File: src/rtl/dcm_lock_supervisor_pkg.sv
// Shared types and helpers for the DCM lock supervisor: FSM state encoding,
// STATUS bit index and the per-state decode of the registered control outputs.
package dcm_lock_supervisor_pkg;

  typedef enum logic [2:0] {
    RESET_DCM = 3'd0,
    WAIT_LOCK = 3'd1,
    STABILIZE = 3'd2,
    RUN       = 3'd3,
    FAULT     = 3'd4
  } state_t;

  // DCM_SP STATUS[1] reports that CLKIN has stopped toggling
  localparam int CLKIN_STOPPED_BIT = 1;

  typedef struct packed {
    logic dcm_rst;
    logic sys_rst_n;
    logic ready;
    logic fault;
  } ctrl_t;

  localparam ctrl_t CTRL_RESET = '{dcm_rst: 1'b1, sys_rst_n: 1'b0, ready: 1'b0, fault: 1'b0};

  function automatic int max3(input int a, input int b, input int c);
    int m;
    m = (a > b) ? a : b;
    return (m > c) ? m : c;
  endfunction

  // Control outputs held while resident in a state; unknown encodings keep the DCM in reset
  function automatic ctrl_t ctrl_for(input state_t s);
    ctrl_t c;
    c = CTRL_RESET;
    case (s)
      RESET_DCM: c = CTRL_RESET;
      WAIT_LOCK: c = '{dcm_rst: 1'b0, sys_rst_n: 1'b0, ready: 1'b0, fault: 1'b0};
      STABILIZE: c = '{dcm_rst: 1'b0, sys_rst_n: 1'b0, ready: 1'b0, fault: 1'b0};
      RUN:       c = '{dcm_rst: 1'b0, sys_rst_n: 1'b1, ready: 1'b1, fault: 1'b0};
      FAULT:     c = '{dcm_rst: 1'b1, sys_rst_n: 1'b0, ready: 1'b0, fault: 1'b1};
      default:   c = CTRL_RESET;
    endcase
    return c;
  endfunction

endpackage

File: src/rtl/sync_2ff.sv
// Two-flop synchronizer for a single asynchronous level, cleared to 0 by rst_n.
module sync_2ff (
  input  logic clk,
  input  logic rst_n,
  input  logic d,
  output logic q
);

  logic meta_r;
  logic q_r;

  // Shift the asynchronous input through two flops to settle metastability
  always_ff @(posedge clk or negedge rst_n) begin
    if (!rst_n) begin
      meta_r <= 1'b0;
      q_r    <= 1'b0;
    end else begin
      meta_r <= d;
      q_r    <= meta_r;
    end
  end

  assign q = q_r;

endmodule

File: src/rtl/dcm_lock_supervisor.sv
// DCM_SP reset sequencer: pulses DCM RST, waits for LOCKED with a timeout and a
// bounded retry count, releases the downstream reset once lock has been stable,
// and re-arms the DCM whenever lock is lost or CLKIN stops.
module dcm_lock_supervisor
  import dcm_lock_supervisor_pkg::*;
#(
  parameter int RST_CYCLES    = 3,
  parameter int LOCK_TIMEOUT  = 50000,
  parameter int STABLE_CYCLES = 1024,
  parameter int MAX_RETRIES   = 3
) (
  input  logic       clk_in,
  input  logic       rst_n,
  input  logic       dcm_locked,
  input  logic [7:0] dcm_status,
  input  logic       restart,
  output logic       dcm_rst,
  output logic       sys_rst_n,
  output logic       ready,
  output logic       fault,
  output logic [3:0] retry_cnt
);

  localparam int CNT_W = $clog2(max3(RST_CYCLES, LOCK_TIMEOUT, STABLE_CYCLES) + 1);

  localparam logic [CNT_W-1:0] CNT_ZERO     = {CNT_W{1'b0}};
  localparam logic [CNT_W-1:0] CNT_ONE      = CNT_W'(1);
  localparam logic [CNT_W-1:0] CNT_FULL     = {CNT_W{1'b1}};
  localparam logic [CNT_W-1:0] RST_LAST     = CNT_W'(RST_CYCLES - 1);
  localparam logic [CNT_W-1:0] TIMEOUT_LAST = CNT_W'(LOCK_TIMEOUT - 1);
  localparam logic [CNT_W-1:0] STABLE_LAST  = CNT_W'(STABLE_CYCLES - 1);
  localparam logic [3:0]       RETRY_LAST   = 4'(MAX_RETRIES - 1);
  localparam logic [3:0]       RETRY_MAX    = 4'(MAX_RETRIES);

  logic             locked_s;
  logic             stop_s;
  logic             lock_lost_s;
  logic             status_unused;
  state_t           state_r;
  state_t           state_nxt;
  logic [CNT_W-1:0] cnt_r;
  logic [CNT_W-1:0] cnt_nxt;
  logic [CNT_W-1:0] cnt_inc;
  logic [3:0]       retry_r;
  logic [3:0]       retry_nxt;
  logic [3:0]       retry_inc;
  ctrl_t            ctrl_r;

  sync_2ff u_sync_locked (
    .clk   (clk_in),
    .rst_n (rst_n),
    .d     (dcm_locked),
    .q     (locked_s)
  );

  sync_2ff u_sync_stop (
    .clk   (clk_in),
    .rst_n (rst_n),
    .d     (dcm_status[CLKIN_STOPPED_BIT]),
    .q     (stop_s)
  );

  // Only CLKIN-stopped is acted on; the remaining STATUS bits are informational
  assign status_unused = ^{dcm_status[7:2], dcm_status[0]};

  // Lock loss and CLKIN stop together are a single failure event
  assign lock_lost_s = ~locked_s | stop_s;
  // Both counters saturate instead of wrapping
  assign cnt_inc     = (cnt_r == CNT_FULL) ? cnt_r : (cnt_r + CNT_ONE);
  assign retry_inc   = (retry_r == RETRY_MAX) ? retry_r : (retry_r + 4'd1);

  // Next-state, shared-counter and retry decisions
  always_comb begin
    state_nxt = state_r;
    cnt_nxt   = cnt_inc;
    retry_nxt = retry_r;
    case (state_r)
      RESET_DCM: begin
        if (cnt_r == RST_LAST) begin
          state_nxt = WAIT_LOCK;
          cnt_nxt   = CNT_ZERO;
        end else begin
          cnt_nxt   = cnt_inc;
        end
      end
      WAIT_LOCK: begin
        // A lock seen on the timeout cycle still counts as a lock
        if (locked_s) begin
          state_nxt = STABILIZE;
          cnt_nxt   = CNT_ZERO;
        end else if (cnt_r == TIMEOUT_LAST) begin
          state_nxt = (retry_r == RETRY_LAST) ? FAULT : RESET_DCM;
          cnt_nxt   = CNT_ZERO;
          retry_nxt = retry_inc;
        end else begin
          cnt_nxt   = cnt_inc;
        end
      end
      STABILIZE: begin
        if (lock_lost_s) begin
          state_nxt = (retry_r == RETRY_LAST) ? FAULT : RESET_DCM;
          cnt_nxt   = CNT_ZERO;
          retry_nxt = retry_inc;
        end else if (cnt_r == STABLE_LAST) begin
          state_nxt = RUN;
          cnt_nxt   = CNT_ZERO;
          retry_nxt = 4'd0;
        end else begin
          cnt_nxt   = cnt_inc;
        end
      end
      RUN: begin
        // Losing lock after a successful bring-up is not a failed attempt
        cnt_nxt = CNT_ZERO;
        if (lock_lost_s) begin
          state_nxt = RESET_DCM;
        end else begin
          state_nxt = RUN;
        end
      end
      FAULT: begin
        cnt_nxt = CNT_ZERO;
        if (restart) begin
          state_nxt = RESET_DCM;
          retry_nxt = 4'd0;
        end else begin
          state_nxt = FAULT;
        end
      end
      default: begin
        state_nxt = RESET_DCM;
        cnt_nxt   = CNT_ZERO;
        retry_nxt = 4'd0;
      end
    endcase
  end

  // State, counters and outputs registered together; outputs decode the state being entered
  always_ff @(posedge clk_in or negedge rst_n) begin
    if (!rst_n) begin
      state_r <= RESET_DCM;
      cnt_r   <= CNT_ZERO;
      retry_r <= 4'd0;
      ctrl_r  <= CTRL_RESET;
    end else begin
      state_r <= state_nxt;
      cnt_r   <= cnt_nxt;
      retry_r <= retry_nxt;
      ctrl_r  <= ctrl_for(state_nxt);
    end
  end

  assign dcm_rst   = ctrl_r.dcm_rst;
  assign sys_rst_n = ctrl_r.sys_rst_n;
  assign ready     = ctrl_r.ready;
  assign fault     = ctrl_r.fault;
  assign retry_cnt = retry_r;

endmodule
File: config.mk
export PLATFORM = sky130hd
export DESIGN_NAME = dcm_lock_supervisor
export DESIGN_NICKNAME = d
export VERILOG_FILES = /design/src/rtl/dcm_lock_supervisor_pkg.sv /design/src/rtl/sync_2ff.sv /design/src/rtl/dcm_lock_supervisor.sv
export SDC_FILE = /design/constraint.sdc
export NUM_CORES = 1
export LEC_CHECK = 0
export BUFFER_PORTS_ARGS = -buffer_cell sky130_fd_sc_hd__buf_2
export CORE_MARGIN = 5
export CORE_UTILIZATION = 57
export DETAILED_ROUTE_END_ITERATION = 10
export PLACE_DENSITY_LB_ADDON = 0.05
export RECOVER_POWER = 25
export SETUP_SLACK_MARGIN = 0.4
export SLEW_MARGIN = 20
export SYNTH_ARGS = -nofsm -noshare
export SYNTH_HDL_FRONTEND = slang
export SYNTH_SLANG_ARGS = --single-unit
File: constraint.sdc
create_clock -name clk_in -period 2.7 [get_ports clk_in]
set_clock_uncertainty 0.1 [all_clocks]
set_input_delay 0.54 -clock clk_in [delete_from_list [all_inputs] [get_ports clk_in]]
set_output_delay 0.54 -clock clk_in [all_outputs]
set_load 0.01 [all_outputs]
==> reports/qor.txt <==
Final period demand of the worst path: 2240 ps
Post-synth top flop: dfrtp_1
Hold EP: u_sync_stop.meta_r$_DFF_PN0_
Ports: 20
RD Place Congestion: 0.889
Post-Syn Nets: 187
EDFF count, synth: 0
DRT iter0 DRCs: 123
N_diodes: 0
Top-count cell post-synth: dfrtp_1
Clock Pin Slew Worst Setup and Hold Paths: 90 ps
GRT Residual Overflow: 0
Finish-stage setup viols: 0
Unrepaired setup endpoints after global routing: true
CTS sink count: 30
Core ar.: 2810 sq um
Rows: 19
Antenna violations before repair: 0
Layout cell share with drive strength beyond 1: 18.4%
Die width: 64.6 um
Hold Path Origin: dcm_status[1]
Commonest cells in the netlist: 29 x dfrtp_1, 19 x nor2_1, 10 x nand2_1
Max Fanout on Critical Path: 8
Status: finished with violations
Fill count: 230
Synth area leader: dfrtp_1
Worst hold slack: 208 ps
Total CTS buffers: 5
Slew HR: 0.434%
Slew Limit Fails: 0
Vias per cell: 6.43
Initial Util: 60.5%
Synth cell types: 49
Placed Instance Area: 1740 sq um
Synth top area cells: dfrtp_1 43%, nor2_1 4.2%, nand4_1 3.3%
Vias in the first global route: 1233
1st-pass router iterations: 4
Worst Setup End Kind: flip-flop
Cells after Synth: 171
Post-Route Setup TNS: 0 ps
ANT nets after route: 0
DRC viols: 0
Postcts setup bufs: 0
Die Area: 4170 sq um
Reg2Reg Setup Slack: 460 ps
Crit Path Category: flip-flop to flip-flop
CTS root buffer: clkbuf_4
Required @ worst endpoint: 2850 ps
R2r worst-path depth: 6
Arr. time, crit path: 2390 ps
Hold Crit Class: input port to flip-flop
Failing checks: capacitance limit
Synthesis Warnings: 0
Number of synthesized register bits: 30
Final wirelength: 3560 um
Final period utilization: 83.1%
Worst skew pair latency: 340 ps
Vert. Die Dim: 64.6 um
Leak: 0.788 nW
Fin area: 1820 sq um
Kind of start point of the critical path: flip-flop
First-pass GRT wire length: 5760 um
HPWL Detailed: 2480 um
TritonCTS clock tree: done
Fmax: 446 MHz
Max clock buf depth: 2
Largest net degree at the start of global routing: 31
# port buffers: 12
FF-to-FF End: cnt_r[6]$_DFF_PN0_
Routed vias: 1389
Hold Path Depth: 1
Cell Area, Synth: 1700 sq um
Final Util: 64.8%
P per Cell Area: 774 nW/um^2
Nets@finish: 200
Ys async rst share: 100%
Final hold viol count: 0
Post-Syn Area per Cell: 9.92 sq um
Synthesis-to-layout area growth: 7.15%
Worst r2r src: cnt_r[0]$_DFF_PN0_
Worst-Margin Slew: 1490 ps
H-tree depth: 2
Tot GR Track Use: 17.9%
Post-synthesis sequential area ratio: 44.3%
Max Cap Viol: 1
Yosys top cell area share: 42.8%
Routed length per instance: 16.5 um
Peak VDD IR: 0.491 mV
-- metrics by stage --
stage	total power, mW	std cells	setup WS, ps
6_report	1.41	216	457
4_1_cts	1.39	215	453
2_1_floorplan	1.00	171	417
3_3_place_gp	1.07	207	311
3_5_place_dp	1.10	207	246
5_1_grt	1.51	216	390
-- routing by layer --
metal,up-vias,share of wire [%],GRT usage [%],wire [um]
met5,-,0,0,0
met4,0,1.4,6.33,51
met3,7,5.3,5.70,189
met2,32,45,27.1,1620
met1,684,48,24.3,1700
li1,666,-,-,-
-- layout by cell type, fill, tap and decap left out, types with 4 or more instances in the layout --
| cell type | instances |
|---|---|
| a211oi_1 | 4 |
| a21oi_1 | 6 |
| and3_1 | 4 |
| buf_2 | 11 |
| clkbuf_4 | 5 |
| dfrtp_1 | 28 |
| ha_1 | 4 |
| nand2_1 | 10 |
| nand2b_1 | 6 |
| nand3_1 | 8 |
| nand3b_1 | 4 |
| nand4_1 | 9 |
| nor2_1 | 19 |
| xor2_1 | 4 |
-- area by class of cell --
| cell class | count | area (sq um) | area share (%) |
|---|---|---|---|
| clock inverters | 1 | 5.00 | 0.275 |
| flip-flops and latches | 30 | 753 | 41.4 |
| well taps | 31 | 38.8 | 2.13 |
| repair buffers | 13 | 66.3 | 3.65 |
| multi-input cells | 131 | 888 | 48.9 |
| clock buffers | 7 | 55.1 | 3.03 |
| inverters | 3 | 11.3 | 0.619 |
-- power by group --
group          internal (mW)  switching (mW)  leakage (nW)  total [mW]
logic                  0.214           0.280         0.357       0.494
clock network          0.126           0.152        0.0353       0.278
registers              0.530           0.104         0.396       0.635
total                  0.870           0.537         0.788        1.41
-- worst max path at each step --
stage	from	end	slack [ps]	cells after the start
finish	cnt_r[0]$_DFF_PN0_	cnt_r[6]$_DFF_PN0_	460	6
global route	cnt_r[0]$_DFF_PN0_	cnt_r[4]$_DFF_PN0_	390	6
CTS	cnt_r[0]$_DFF_PN0_	cnt_r[1]$_DFF_PN0_	450	6
detailed placement	cnt_r[0]$_DFF_PN0_	cnt_r[1]$_DFF_PN0_	250	6
global placement	cnt_r[0]$_DFF_PN0_	cnt_r[2]$_DFF_PN0_	310	6
floorplan	cnt_r[0]$_DFF_PN0_	cnt_r[8]$_DFF_PN0_	420	9
-- logic make-up after synthesis --
kind of cell / synth area share [%]
buffers and inverters: 4.50
DFF: 44.3
adders and majority gates: 2.95
AOI/OAI and AO/OA: 13.3
and+or+nand+nor: 29.6
muxes: 1.77
xor gates and xnor gates: 3.61
-- sequential cells by signal (all words and copies together), names as in the netlist --
| register | flops |
|---|---|
| cnt_r | 16 |
| retry_cnt | 4 |
| state_r | 3 |
| dcm_rst | 1 |
| fault | 1 |
| ready | 1 |
| u_sync_locked.meta_r | 1 |
| u_sync_locked.q | 1 |
| u_sync_stop.meta_r | 1 |
| u_sync_stop.q | 1 |
-- repair_timing --
item | in CTS | in global routing
hold buffers | 0 | 0
gates resized for setup | 2 | 2
cloned | 0 | 1
pin swaps | 0 | 0
endpoints found under the setup margin | 16 | 5
-- critical path, cell delays in order, from the launching register on --
cell and delay [ps]:
dfrtp_2 450, ha_1 260, and4_1 220, and4_4 180, or4_4 520, and3_4 240
nor3_1 180
(Power assumes the default switching activity.)
